[config.mk]
export PLATFORM = sky130hd
export DESIGN_NAME = led_pattern_sequencer
export DESIGN_NICKNAME = d
export VERILOG_FILES = /design/src/rtl/led_periph_pkg.sv /design/src/rtl/led_pattern_rom.sv /design/src/rtl/led_pattern_sequencer.sv
export SDC_FILE = /design/constraint.sdc
export NUM_CORES = 1
export LEC_CHECK = 0
export CORE_MARGIN = 3
export CORE_UTILIZATION = 55
export DETAILED_ROUTE_END_ITERATION = 7
export PLACE_DENSITY = 0.86
export SETUP_SLACK_MARGIN = 0.05
export SLEW_MARGIN = 10
export SYNTH_ARGS = -nofsm -noshare
export SYNTH_HDL_FRONTEND = slang
export SYNTH_HIERARCHICAL = 1
export SYNTH_SLANG_ARGS = --single-unit
[constraint.sdc]
create_clock -name clk -period 3.6 [get_ports clk]
set_input_delay 0.36 -clock clk [delete_from_list [all_inputs] [get_ports clk]]
set_output_delay 0.36 -clock clk [all_outputs]
set_load 0.02 [all_outputs]
[src/rtl/led_periph_pkg.sv]
// Shared definitions for the LED peripheral bus: register addresses,
// control values and the pattern-sequencer state encoding.
package led_periph_pkg;

  localparam logic [7:0] LED_NONE    = 8'h00;
  localparam logic [7:0] LED_CONTROL = 8'h01;
  localparam logic [7:0] LED_DATA_01 = 8'h02;
  localparam logic [7:0] LED_DATA_02 = 8'h03;

  localparam logic [7:0] CTRL_ON  = 8'h01;
  localparam logic [7:0] CTRL_OFF = 8'h00;

  localparam int PATTERN_W = 16;
  localparam int IDX_W     = 3;

  typedef enum logic [2:0] {
    IDLE,
    WR_HI,
    WR_LO,
    SHOW,
    BLANK
  } seq_state_t;

endpackage

[src/rtl/led_pattern_rom.sv]
// Fixed LED pattern table: 3-bit index to 16-bit pattern, purely combinational
// so any pattern source can register the result as it sees fit.
module led_pattern_rom
  import led_periph_pkg::*;
(
  input  logic [IDX_W-1:0]     idx,
  output logic [PATTERN_W-1:0] pattern
);

  always_comb begin
    // NOTE: assign every always_comb output before the case so no path leaves it unassigned (no latch).
    pattern = '0;
    case (idx)
      3'd0: pattern = 16'h0001;
      3'd1: pattern = 16'h0003;
      3'd2: pattern = 16'h0007;
      3'd3: pattern = 16'h000F;
      3'd4: pattern = 16'h00FF;
      3'd5: pattern = 16'h0FFF;
      3'd6: pattern = 16'hFFFF;
      3'd7: pattern = 16'hAAAA;
      default: pattern = '0;
    endcase
  end

endmodule

[src/rtl/led_pattern_sequencer.sv]
// Bus master that walks the pattern table, writing high byte, low byte, then
// holding the control register on for HOLD_CYCLES cycles per pattern.
module led_pattern_sequencer
  import led_periph_pkg::*;
#(
  parameter int NUM_PATTERNS = 8,
  parameter int HOLD_CYCLES  = 16,
  parameter int CNT_W        = $clog2(HOLD_CYCLES + 1)
) (
  input  logic             clk,
  input  logic             rst,
  input  logic             start,
  input  logic             stop,
  input  logic             loop_en,
  output logic [7:0]       data_address,
  output logic [7:0]       write_data,
  output logic             wr_en,
  output logic             busy,
  output logic             frame_done,
  output logic [IDX_W-1:0] pattern_idx
);

  localparam logic [IDX_W-1:0] LAST_IDX = IDX_W'(NUM_PATTERNS - 1);
  localparam logic [CNT_W-1:0] LAST_CNT = CNT_W'(HOLD_CYCLES - 1);

  seq_state_t            state, state_next;
  logic [CNT_W-1:0]      cnt, cnt_next;
  logic [IDX_W-1:0]      idx_next;
  logic [PATTERN_W-1:0]  pattern;
  logic [7:0]            addr_next, data_next;
  logic                  wr_next, busy_next, frame_done_next;

  // Looked up with the next index so the registered data matches the next state.
  led_pattern_rom u_rom (
    .idx     (idx_next),
    .pattern (pattern)
  );

  always_comb begin
    state_next = state;
    cnt_next   = cnt;
    idx_next   = pattern_idx;
    unique case (state)
      IDLE: begin
        idx_next = '0;
        if (start && !stop) state_next = WR_HI;
      end
      WR_HI: state_next = stop ? BLANK : WR_LO;
      WR_LO: begin
        if (stop) begin
          state_next = BLANK;
        end else begin
          state_next = SHOW;
          cnt_next   = '0;
        end
      end
      SHOW: begin
        if (stop) begin
          state_next = BLANK;
        end else if (cnt == LAST_CNT) begin
          if (pattern_idx != LAST_IDX) begin
            idx_next   = pattern_idx + IDX_W'(1);
            state_next = WR_HI;
          end else if (loop_en) begin
            idx_next   = '0;
            state_next = WR_HI;
          end else begin
            state_next = BLANK;
          end
        end else begin
          cnt_next = cnt + CNT_W'(1);
        end
      end
      BLANK: begin
        idx_next   = '0;
        state_next = IDLE;
      end
      default: state_next = IDLE;
    endcase
  end

  // Outputs are decoded from the next state and registered, so they change on
  // the same edge the transition is taken and never see inputs combinationally.
  always_comb begin
    addr_next       = LED_NONE;
    data_next       = 8'h00;
    wr_next         = 1'b0;
    frame_done_next = 1'b0;
    busy_next       = (state_next != IDLE);
    unique case (state_next)
      WR_HI: begin
        addr_next = LED_DATA_01;
        data_next = pattern[15:8];
        wr_next   = 1'b1;
      end
      WR_LO: begin
        addr_next = LED_DATA_02;
        data_next = pattern[7:0];
        wr_next   = 1'b1;
      end
      SHOW: begin
        addr_next       = LED_CONTROL;
        data_next       = CTRL_ON;
        wr_next         = 1'b1;
        frame_done_next = (cnt_next == LAST_CNT);
      end
      BLANK: begin
        addr_next = LED_CONTROL;
        data_next = CTRL_OFF;
        wr_next   = 1'b1;
      end
      default: ;
    endcase
  end

  always_ff @(posedge clk or posedge rst) begin
    if (rst) begin
      state        <= IDLE;
      cnt          <= '0;
      pattern_idx  <= '0;
      data_address <= LED_NONE;
      write_data   <= 8'h00;
      wr_en        <= 1'b0;
      busy         <= 1'b0;
      frame_done   <= 1'b0;
    end else begin
      // NOTE: sequential state uses non-blocking assignment so every flop samples pre-edge values.
      state        <= state_next;
      cnt          <= cnt_next;
      pattern_idx  <= idx_next;
      data_address <= addr_next;
      write_data   <= data_next;
      wr_en        <= wr_next;
      busy         <= busy_next;
      frame_done   <= frame_done_next;
    end
  end

endmodule

* Word-level counts from Yosys, hierarchy flattened
Memories as Yosys holds them, arrays and structs flattened.
Index checks and enable logic that the tools add are counted.
** Word-level totals
- Register bits :: 30
- ROM bits :: 128
- Input bits :: 5
- Output and inout bits :: 22
- Logic and storage cells :: 50
- Memories :: 1
** Cells by class
- Add/sub/neg operators :: 2
- Equal/unequal tests :: 11
- Multiplexer cells :: 21
- Reductions and logical operators :: 7
** Memories
- (name not given) :: words 8, width 16, read ports 1, clocked after Yosys merged registers in 0, write ports 0, RTL line led_pattern_rom.sv:13 : case (idx)
** Operator list (count)
- two-way mux 3 bit :: 11
- case mux 8 bit (3 select lines) :: 1
- two-way mux 5 bit :: 3
- equality test 3 x 2 -> 1 bit, second input constant :: 4
- case mux 3 bit (4 select lines) :: 1
- equality test 5 x 4 -> 1 bit, second input constant :: 2
- case mux 5 bit (2 select lines) :: 1
- equality test 3 x 1 -> 1 bit, second input constant :: 2
- equality test 3 bit, second input constant :: 2
- case mux 2 bit (3 select lines) :: 1
- case mux 3 bit (2 select lines) :: 1
- adder 5 x 1 -> 5 bit, second input constant :: 1
- OR reduction 2 bit :: 2
- OR reduction 4 bit :: 1
- adder 3 x 1 -> 3 bit, second input constant :: 1
- logical NOT 3 bit :: 1
- != test 3 bit, second input constant :: 1
- nonzero test 3 bit :: 1
- two-way mux 1 bit :: 2
- logical AND 1 bit :: 1
- logical NOT 1 bit :: 1

* Logic depth before layout (Yosys ltp)
- Depth after elaboration :: 8
- Gate-level depth with buffers :: 11
- Gate-level depth less buffers :: 10

* Modules after synthesis
The synthesis kept the hierarchy.
** Modules (own cells, without submodules)
- led_pattern_sequencer :: instances 1, cells each 103, area each 1194.9 µm², seq. area each 600.6 µm²
- led_pattern_rom :: instances 1, cells each 22, area each 167.7 µm², seq. area each 0.0 µm²

* Worst setup path before layout
Ideal clock, no wire load.
- Path type :: register to register
- From :: register pattern_idx[0]
- To :: register write_data[2]
- Library setup time :: 0.121 ns
- Arrival :: 2.276 ns
- Data required time :: 3.479 ns
- Slack :: 1.203 ns
- Stages on the path, launching flop included :: 10
- Path buffers :: 1
- Clock period less this slack :: 2.397 ns
- Cells stage by stage :: dfrtp_1 > ha_1 > ha_1 > nor4_1 > a22o_1 > inv_1 > ha_1 > and2_1 > buf_4 > a22o_1
** Between the ends
- Longest elaborated chain between the ends :: 7
- Elaborated cells between the ends (all ways) :: 16
- Classes of those cells :: add/sub (1); eq/ne (4); mux (10); memory (1)
** Ends and longest elaborated chain
- start: declaration :: RTL line led_pattern_sequencer.sv:20 : output logic [IDX_W-1:0] pattern_idx
- start signal: assignment :: RTL line led_pattern_sequencer.sv:130 : pattern_idx <= idx_next;
- adder 3 x 1 -> 3 bit or != test 3 bit (tied branches) :: RTL line led_pattern_sequencer.sv:62, led_pattern_sequencer.sv:61
- two-way mux 3 bit (*) :: RTL line led_pattern_sequencer.sv:61 : if (pattern_idx != LAST_IDX) begin
- two-way mux 3 bit (*) :: RTL line led_pattern_sequencer.sv:60 : end else if (cnt == LAST_CNT) begin
- two-way mux 3 bit (*) :: RTL line led_pattern_sequencer.sv:58 : if (stop) begin
- case mux 3 bit (2 select lines) (*) :: RTL line led_pattern_sequencer.sv:43 : unique case (state)
- net idx_next[1] :: RTL line led_pattern_sequencer.sv:28 : logic [IDX_W-1:0] idx_next;
- memory read (8 x 16 bit) (*)
- net pattern[10] :: RTL line led_pattern_sequencer.sv:29 : logic [PATTERN_W-1:0] pattern;
- case mux 8 bit (3 select lines) (*) :: RTL line led_pattern_sequencer.sv:90 : unique case (state_next)
- net data_next[2] :: RTL line led_pattern_sequencer.sv:30 : logic [7:0] addr_next, data_next;
- end signal: assignment :: RTL line led_pattern_sequencer.sv:132 : write_data <= data_next;
- end: declaration :: RTL line led_pattern_sequencer.sv:16 : output logic [7:0] write_data,
Mark *: on every way through the listed nets, which the timed path passes. The rest lies on a longest branch.

* Final worst setup path
- From :: register cnt[0]
- To :: register write_data[0]
** Between the ends
- Longest elaborated chain between the ends :: 6
- Elaborated cells between the ends (all ways) :: 12
- Classes of those cells :: eq/ne (4); mux (7); memory (1)
** Ends and longest elaborated chain
- start: declaration :: RTL line led_pattern_sequencer.sv:27 : logic [CNT_W-1:0] cnt, cnt_next;
- start signal: assignment :: RTL line led_pattern_sequencer.sv:129 : cnt <= cnt_next;
- equality test 5 x 4 -> 1 bit :: RTL line led_pattern_sequencer.sv:60
- two-way mux 3 bit :: RTL line led_pattern_sequencer.sv:60
- two-way mux 3 bit :: RTL line led_pattern_sequencer.sv:58
- case mux 3 bit (2 select lines) :: RTL line led_pattern_sequencer.sv:43
- net idx_next[1] :: RTL line led_pattern_sequencer.sv:28
- memory read (8 x 16 bit)
- net pattern[8] :: RTL line led_pattern_sequencer.sv:29
- case mux 8 bit (3 select lines) :: RTL line led_pattern_sequencer.sv:90
- net data_next[0] :: RTL line led_pattern_sequencer.sv:30
The timed path passes the listed nets, and every way through them passes these cells.

==> impl_metrics.toml <==
[run_status]
status = "completed"

[finish]
nets = 149
insertedDiodeCount = 0
areaGrowthSynthToFinish_pct = 11.7
drive_above_1_share = 0.0956

[global_routing]
overflow = 0
grt_max_degree = 25
grt-busiest-layer = "met2"
grt_util_all_layers = 0.166
grtUsageMet3 = 0.0278
first_global_vias = 935
grt_pass1_wl_um = 4080
grtUsageMet2 = 0.291
met1_usage = 0.200
antenna_found_initial = 0

[setup_path]
crit_arrival_ns = 2.91
reg2reg_to = "write_data[0]$_DFF_PP0_"
cpMostUsedCell = "ha_1"
worstSetupStartpointType = "flip-flop"
critPathRequiredTime_ns = 3.81
cpPeakStageDelay_ns = 0.48
rrSetupSlack_ns = 0.91
path_max_fanout = 7
endpoint_kind = "flip-flop"
crit_path_cell_trace = "ha_1 > nand4b_2 > nor4_1 > a22o_1 > inv_1 > ha_1 > and2_1 > a221o_1"
cp_slowest_cell = "dfrtp_1"
worst-setup-path-type = "reg2reg"
r2r_start = "cnt[0]$_DFF_PP0_"
reg2regPathDepth = 8

[clocking]
clock_latency_ns = 0.31
cts_setup_buffers = 0
clock_sinks = 24
clockBufferDepth = 2
cts_tree = "built"
clk_pin_slew_worst_paths_ns = 0.13
hold_buffers = 0
h-tree-depth = 1
cts_root_buffer = "clkbuf_4"
cts_buffers = 3
cts_resized = 0

[pwr]
peakVddDrop_v = 0.000253
pwr-share-clk = 0.317
switching_share = 0.268
p_int_uw = 449
power_density_nw_per_um2 = 404
p_comb_frac = 0.179
pwr-share-seq = 0.503
p_total_uw = 614
p_leak_uw = 0.000723
switching_power_uw = 165

[sta]
period_minus_slack_ns = 2.69
setup_violations = 0
setup_tns_ns = 0
finalMaxSlewViolations = 0
worst_pin_slew_ns = 0.900
rsz0062_at_grt = "no"
hold_viol = 0
clock.fmax_ghz = 0.371
skew_ns = 0.00209
period_share = 0.748
maxSlewHeadroom = 0.399

[die]
die_h_um = 55.8
die_area_um2 = 3110
io_pins = 27
fp-row-count = 17
die_x_um = 55.8
initial_core_util = 0.599
core_area_um2 = 2280

[yosys]
ys.flop_type = "dfrtp_1"
synthAdderAreaFrac = 0.0643
synth_compound_area_frac = 0.172
synth_area_leaders = "dfrtp_1, buf_4, a22o_1"
yosys_warnings = 6
synth_most_common_cell = "dfrtp_1"
muxShareOfSynthArea = 0.00826
syn_avg_cell_area_um2 = 10.9
synth_common_cells = "dfrtp_1, buf_4, a22o_1"
synth_top_family_by_area = "simple AND/OR/NAND/NOR gates"
ys_types = 42
synthArstFlopShare = 1.00
synth-seq-cells = 24
synth_edf_count = 0
synth_xor_area_frac = 0.00643
syn_area_um2 = 1360
yosysTopAreaCell = "dfrtp_1"
yosysTopAreaCellShare = 0.441
syn_inst = 125
yosys.area_share.simple = 0.186
synth-seq-area-share = 0.441

[hold_path]
hold_path.class = "reg2reg"
min_path_cells = 1
holdCritStartpoint = "state[2]$_DFF_PP0_"
min_to = "state[2]$_DFF_PP0_"

[routing]
antenna_left = 0
drt-pass1-iter-count = 4
via_per_inst = 5.80
vias = 952
routed_wirelength_um = 2390
drt-initial-drc-count = 39
drc = 0
wl_per_cell_um = 14.6

[place]
dpl.hpwl_um = 1790
place_congestion = 0.834
io_buffers = 20

[flow_run]
maxCapViolations = 0
-- registers in the layout (all words and copies together) (netlist names) --
signal and cells:
cnt 5, write_data 8, busy 1, state 3
wr_en 1, data_address 2, frame_done 1, pattern_idx 3
-- layout make-up --
cell class / instances / area, µm²
clock buffers: 3 / 22.5
well taps: 28 / 35.0
multi-input cells: 84 / 618
repair buffers: 20 / 200
clock inverters: 1 / 30.0
inverters: 4 / 15.0
flip-flops and latches: 24 / 601
fillers: 168 / 754
-- through the flow --
stage,area [µm²],hold slack (ns),worst slack (ns),utilization,instances
after floorplan,1380,0.375,1.20,-,130
after global placement,1470,0.455,0.909,0.645,160
after detailed placement,1470,0.462,0.823,0.645,160
after CTS,1520,0.480,0.902,0.668,164
after global routing,1520,0.499,0.642,0.668,164
final,1520,0.500,0.908,0.668,164
-- worst max-delay path: cells and delay by family, from the launching register on --
family / cells / cell delay (ns)
compound gates: 2 / 0.63
fa+ha+maj: 2 / 0.61
flops: 1 / 0.48
buf+inv: 1 / 0.07
simple gates: 3 / 0.79
-- how the worst max path moves through the flow --
stage	from	end	slack, ns	depth (start not counted)
after CTS	cnt[0]$_DFF_PP0_	write_data[0]$_DFF_PP0_	0.90	8
after global routing	cnt[0]$_DFF_PP0_	write_data[0]$_DFF_PP0_	0.64	8
after detailed placement	stop	write_data[0]$_DFF_PP0_	0.82	9
final	cnt[0]$_DFF_PP0_	write_data[0]$_DFF_PP0_	0.91	8
after floorplan	pattern_idx[0]$_DFF_PP0_	write_data[2]$_DFF_PP0_	1.20	9
after global placement	stop	write_data[0]$_DFF_PP0_	0.91	9
-- kinds of logic after synthesis --
logic type / count (synthesis)
mux: 1
simple gates: 37
xor+xnor: 1
flops: 24
fa+ha+maj: 7
compound gates: 32
other cells: 1
buf+inv: 22
-- routing by layer --
| metal | routed length (µm) | part of all wire | up-vias |
|---|---|---|---|
| met2 | 1250 | 0.52 | 44 |
| met5 | 0 | 0 | - |
| met1 | 984 | 0.41 | 458 |
| li1 | - | - | 448 |
| met4 | 12 | 0.0050 | 0 |
| met3 | 145 | 0.061 | 2 |
-- power groups by stage --
stage / logic (µW) / clock network, µW / registers, µW
global placement: 107 / 0 / 312
CTS: 111 / 200 / 308
finish: 110 / 195 / 309
detailed placement: 111 / 0 / 314
global route: 119 / 212 / 312
floorplan: 77.1 / 0 / 320
-- cell usage in the layout (no fill, tap or decap), types with 2 or more instances in the layout --
master,instances
a21oi_1,7
a22o_1,10
ha_1,7
nor2b_1,3
nand2_1,6
conb_1,6
o21a_1,2
nor2_1,4
dfrtp_1,24
nor3_1,2
clkdlybuf4s50_1,20
inv_1,4
or2_1,5
and2_1,4
o21ai_0,4
clkbuf_4,3
Power figures use the tool's default switching activity.
==> RTL edit 1: new RTL, same flow settings <==
Add an input register stage for `start`, `stop` and `loop_en`, without a reset; this delays them by one clock.
--- a/src/rtl/led_pattern_sequencer.sv
+++ b/src/rtl/led_pattern_sequencer.sv
@@ -23,6 +23,16 @@
   localparam logic [IDX_W-1:0] LAST_IDX = IDX_W'(NUM_PATTERNS - 1);
   localparam logic [CNT_W-1:0] LAST_CNT = CNT_W'(HOLD_CYCLES - 1);
 
+  logic start_q;
+  logic stop_q;
+  logic loop_en_q;
+
+  always_ff @(posedge clk) begin
+    start_q   <= start;
+    stop_q    <= stop;
+    loop_en_q <= loop_en;
+  end
+
   seq_state_t            state, state_next;
   logic [CNT_W-1:0]      cnt, cnt_next;
   logic [IDX_W-1:0]      idx_next;
@@ -43,11 +53,11 @@
     unique case (state)
       IDLE: begin
         idx_next = '0;
-        if (start && !stop) state_next = WR_HI;
+        if (start_q && !stop_q) state_next = WR_HI;
       end
-      WR_HI: state_next = stop ? BLANK : WR_LO;
+      WR_HI: state_next = stop_q ? BLANK : WR_LO;
       WR_LO: begin
-        if (stop) begin
+        if (stop_q) begin
           state_next = BLANK;
         end else begin
           state_next = SHOW;
@@ -55,13 +65,13 @@
         end
       end
       SHOW: begin
-        if (stop) begin
+        if (stop_q) begin
           state_next = BLANK;
         end else if (cnt == LAST_CNT) begin
           if (pattern_idx != LAST_IDX) begin
             idx_next   = pattern_idx + IDX_W'(1);
             state_next = WR_HI;
-          end else if (loop_en) begin
+          end else if (loop_en_q) begin
             idx_next   = '0;
             state_next = WR_HI;
           end else begin
Behaviour: not the same (a bounded check fails within 4 cycles, from zero or initial values and one cycle with rst high).
==> RTL edit 1 against the unedited design <==
Wire length rose by 6.0%. Total power shrank 6.3%. Setup slack improved by 0.16 ns. Utilization grew 1.4 points. Sequential cell count grew 3. Count of clock-buffer cells in the layout stayed put. Synthesized cell count rose by 3.2%. Synthesized area grew 3.4%. Design area is 4.0% higher. Via count is 2.7% higher. Critical path depth is 1 higher. Largest power group unchanged.
==> RTL edit 1: results (changes against the unedited design) <==
stage,metric,value,unit,change
power_and_ir_drop,LEAKAGE,0.000743,uW,+2.8%
final_layout,max reg flops,8,,unchanged
synthesis,synth unique cells,37,,-12%
clocking,total CTS buffers,3,,unchanged
power_and_ir_drop,VDD IR max,0.000258,V,+2.1%
timing,Max Clock Skew,0.0119,ns,+0.00976 ns
worst_hold_path,Hold Path Origin,stop,,
final_layout,share of post-route cells with drive strength above 1,9.79,%,+0.23 points
timing,hold_ws,0.451,ns,-0.0482 ns
global_route,pin count of the biggest net entering global routing,25,,unchanged
global_route,vias in the first global route,955,,+2.1%
synthesis,Post-synth EDFFs,0,,unchanged
run_status,status,"complete, no violations",,
placement,final weighted congestion in routability-driven placement,0.872,,+4.5%
routing,Antenna Nets Post-Route,0,,unchanged
routing,drt total wl,2540,um,+6.0%
clocking,clock buffer depth,2,,unchanged
routing,1st-pass router iterations,4,,unchanged
critical_path,Setup crit start,cnt[0]$_DFF_PP0_,,
synthesis,Syn Area/Cell,10.9,sq um,+0.19%
worst_hold_path,worst hold-check path type,in -> reg,,
final_layout,Top Registers,"write_data: 8 flops, cnt: 5 flops",,
placement,Setup WS pre-CTS,1.07,ns,+0.242 ns
clocking,post-CTS setup repair buffer count,0,,unchanged
clocking,number of H-tree levels,1,,unchanged
routing,via count,978,,+2.7%
power_and_ir_drop,Int Pwr,406,uW,-9.6%
final_layout,NumNets Final,156,,+4.7%
synthesis,Synth Warn #,6,,unchanged
routing,DR iter-0 viols,31,,-21%
critical_path,Crit path arrival time,2.77,ns,-0.14 ns
synthesis,register area share after synthesis,46.9,%,+2.8 points
placement,# port buffers,20,,unchanged
critical_path,CP max FO,7,,unchanged
timing,Slew headroom,40.6,%,+0.73 points
routing,vias per inst,5.72,,-1.5%
synthesis,most common library cells after synthesis,"dfrtp_1 (24), buf_4 (14), a21oi_1 (8), a22o_1 (8), nand2_1 (8)",,
global_route,first-pass GRT wire length,4400,um,+7.8%
synthesis,top post-synthesis cells by area,"dfrtp_1 (43%), buf_4 (7.5%), ha_1 (6.2%)",,
clocking,"CTS clk-pin slew, worst paths",0.15,ns,+0.02 ns
timing,Highest Clock Rate,394,MHz,+6.2%
placement,Cells after DPL,167,,+4.4%
clocking,clock insertion delay at the later pin of the skew report,0.33,ns,+0.02 ns
synthesis,Synth async-reset ratio,88.9,%,-11 points
placement,hpwl dp,1870,um,+4.8%
clocking,clk root buf,clkbuf_4,,
clocking,post-cts resize count,0,,unchanged
global_route,GR Util All Layers,17.7,%,+1.1 points
==> RTL edit 1: cell count changes after synthesis, moves of 2 or more <==
cell / unedited run / this run
a22o_1: 10 / 8
o21ai_0: 4 / 7
dfxtp_1: 0 / 3
a32o_1: 0 / 2
nand3_1: 0 / 4
nor3_1: 2 / 0
nand2_1: 6 / 8
or2_1: 5 / 1
nand2b_1: 1 / 3
buf_6: 2 / 0
==> RTL edit 1: metal layers <==
layer	up-vias	global-route usage (%)	part of all wire [%]
met2	31	29.2	48
met1	471	22.2	45
met3	7	3.45	5.0
met4	0	8.14	1.9
li1	469	-	-
met5	-	0	0
==> RTL edit 1: area by class of cell <==
| type | count | area, sq um |
|---|---|---|
| Multi-Input combinational cell | 87 | 638 |
| Tap cell | 28 | 35.0 |
| Inverter | 5 | 18.8 |
| Timing Repair Buffer | 20 | 200 |
| Clock buffer | 3 | 22.5 |
| Fill cell | 181 | 736 |
| Clock inverter | 1 | 7.51 |
| Sequential cell | 27 | 661 |
==> RTL edit 1: logic make-up (layout without fill, tap and decap cells) <==
logic type | after synthesis | after routing | synth area share (%)
buffers and inverters | 20 | 29 | 9.15
adders and majority gates | 7 | 7 | 6.22
AOI/OAI and AO/OA | 33 | 33 | 16.3
and+or+nand+nor | 40 | 40 | 20.5
DFF | 27 | 27 | 46.9
other | 1 | 6 | 0.266
muxes | 1 | 1 | 0.711
==> RTL edit 1: path summary, 6_finish.rpt <==
path | endpoint | cells past startpoint
worst min register to register | state[2]$_DFF_PP0_ | 2
worst max register to register | write_data[0]$_DFF_PP0_ | 9
worst min-delay path | stop_q$_DFF_P_ | 1
worst max-delay path | write_data[0]$_DFF_PP0_ | 9
min in group asynchronous | write_data[5]$_DFF_PP0_ | 2
max in group asynchronous | cnt[1]$_DFF_PP0_ | 2
==> RTL edit 1: power by group through the flow <==
stage	clock network, uW	logic [uW]	registers, uW
6_report	133	96.7	345
3_5_place_dp	0	96.6	351
3_3_place_gp	0	94.6	349
4_1_cts	138	97.1	345
2_1_floorplan	0	59.8	355
5_1_grt	150	105	349
==> RTL edit 1: critical path, stage by stage (launching register included) <==
cell,delay [ns]
dfrtp_1,0.48
ha_1,0.33
nand4b_4,0.18
nor4b_4,0.29
mux2i_1,0.11
nor2_1,0.21
inv_1,0.10
ha_1,0.29
and2_1,0.15
a221o_1,0.31
==> RTL edit 1: per-stage QoR <==
step	area [sq um]	util [%]	total power (uW)
after CTS	1580	68.3	580
after global placement	1550	67.0	443
final	1580	68.3	575
after detailed placement	1550	67.0	448
after floorplan	1430	-	415
after global routing	1580	68.3	605
==> RTL edit 2: new RTL, same settings <==
Made on the original files. Change the package constant `IDX_W` from 3 to 4.
--- a/src/rtl/led_periph_pkg.sv
+++ b/src/rtl/led_periph_pkg.sv
@@ -11,7 +11,7 @@
   localparam logic [7:0] CTRL_OFF = 8'h00;
 
   localparam int PATTERN_W = 16;
-  localparam int IDX_W     = 3;
+  localparam int IDX_W     = 4;
 
   typedef enum logic [2:0] {
     IDLE,
Interface: changed (resized pattern_idx); port bits go from 27 to 28. No check against the original RTL was run, so the function may have changed too.
==> RTL edit 2 against the unedited design <==
Synthesized area is 6.6% higher. Utilization grew 1.8 points. Clock power shrank 34%. Total power decreased by 1.2%. Count of clock-buffer cells in the layout unchanged. Design area increased by 6.6%. Combinational power is 25% higher. Sequential cell count grew 1. Wire length grew 17%. Setup slack got worse by 0.13 ns. Largest cell class unchanged. Highest routed layer unchanged.
==> RTL edit 2: results (changes against the unedited design) <==
stage,metric,value,unit,change
clocking,total CTS buffers,3,,unchanged
critical_path,CP peak stage delay,0.44,ns,-0.04 ns
critical_path,Crit path arrival time,3.05,ns,+0.14 ns
worst_hold_path,worst hold-check path type,in -> async,,
placement,final weighted congestion in routability-driven placement,0.869,,+4.2%
critical_path,CP max FO,8,,+1
global_route,GR Util All Layers,18.1,%,+1.5 points
placement,hpwl dp,2070,um,+16%
timing,Slew headroom,38.3,%,-1.6 points
global_route,first-pass GRT wire length,4750,um,+16%
floorplan,die area,3290,sq um,+5.9%
synthesis,most common library cells after synthesis,"dfrtp_1 (25), nor2_1 (13), buf_4 (12)",,
routing,vias per inst,5.78,,-0.51%
synthesis,register area share after synthesis,43.1,%,-1.0 points
final_layout,Top Registers,"write_data: 8 flops, cnt: 5 flops, pattern_idx: 4 flops",,
final_layout,Fill cells,185,,+10%
final_layout,P&R area growth vs syn,11.6,%,about the same
routing,mean routed wirelength per cell,15.0,um,+2.9%
final_layout,NumNets Final,170,,+14%
placement,Post-DP Area,1590,sq um,+8.3%
placement,# port buffers,21,,+5.0%
power_and_ir_drop,LEAKAGE,0.000713,uW,-1.4%
run_status,status,"complete, no violations",,
synthesis,Synth Warn #,6,,unchanged
clocking,"CTS clk-pin slew, worst paths",0.14,ns,
critical_path,r2r setup slk,0.78,ns,-0.13 ns
critical_path,worst r2r path cells,10,,+2
routing,DR iter-0 viols,44,,+13%
timing,Max Clock Skew,0.00145,ns,-0.000636 ns
final_layout,share of post-route cells with drive strength above 1,11.9,%,+2.4 points
global_route,vias in the first global route,1055,,+13%
synthesis,top post-synthesis cells by area,"dfrtp_1 (43%), buf_4 (6.2%), ha_1 (4.3%)",,
power_and_ir_drop,VDD IR max,0.000335,V,+32%
synthesis,synth unique cells,51,,+21%
==> RTL edit 2: worst max path at each step <==
stage / from / end / slack, ns / cells past startpoint
2_1_floorplan: cnt[0]$_DFF_PP0_ / write_data[0]$_DFF_PP0_ / 1.07 / 11
3_3_place_gp: stop / write_data[0]$_DFF_PP0_ / 0.70 / 10
3_5_place_dp: stop / write_data[0]$_DFF_PP0_ / 0.55 / 10
4_1_cts: cnt[0]$_DFF_PP0_ / write_data[0]$_DFF_PP0_ / 0.79 / 10
5_1_grt: cnt[0]$_DFF_PP0_ / write_data[0]$_DFF_PP0_ / 0.57 / 10
6_report: cnt[0]$_DFF_PP0_ / write_data[0]$_DFF_PP0_ / 0.78 / 10
==> RTL edit 2: critical path: cells and delay by family, from the launching register on <==
kind	cells	cell delay, ns
compound gates	4	0.94
fa+ha+maj	2	0.61
buf+inv	1	0.13
flops	1	0.44
simple gates	3	0.61
==> RTL edit 2: final cells by class <==
cell class	count	share of cell area, %
Multi-Input combinational cell	100	41.9
Sequential cell	25	38.6
Timing Repair Buffer	23	13.9
Tap cell	28	2.16
Inverter	7	1.62
Clock buffer	3	1.39
Clock inverter	1	0.463
==> RTL edit 2: cells by family (layout without fill, tap and decap cells) <==
family                   after synthesis  count (layout)  share of synthesized area [%]
AO/OA/AOI/OAI                         35              35                           18.2
AND/OR/NAND/NOR                       51              51                           20.8
buffers and inverters                 26              34                           11.5
XOR/XNOR                               1               1                          0.603
multiplexers                           2               2                           1.38
other                                  1               6                          0.258
adder cells (fa/ha/maj)                5               5                           4.31
flip-flops                            25              25                           43.1
==> RTL edit 2: routing by layer <==
metal  up-vias  GRT usage (%)  wire (um)  part of all wire (%)
met4         0           5.30         42                   1.5
met2        25           29.2       1340                    48
met3         7           5.20        148                   5.3
met1       525           23.6       1270                    45
met5         -              0          0                     0
li1        523              -          -                     -
==> RTL edit 2: where the power goes <==
group	switching [uW]	internal, uW	total [uW]
clock network	86.4	42.6	129
logic	78.4	59.2	138
registers	31.6	308	340
==> RTL edit 2: stage by stage <==
stage	total power, uW	instances	setup WS (ns)	hold WS (ns)
finish	607	187	0.782	0.522
global route	638	187	0.572	0.584
floorplan	441	151	1.07	0.387
global placement	478	183	0.695	0.507
CTS	611	187	0.786	0.541
detailed placement	484	183	0.553	0.521
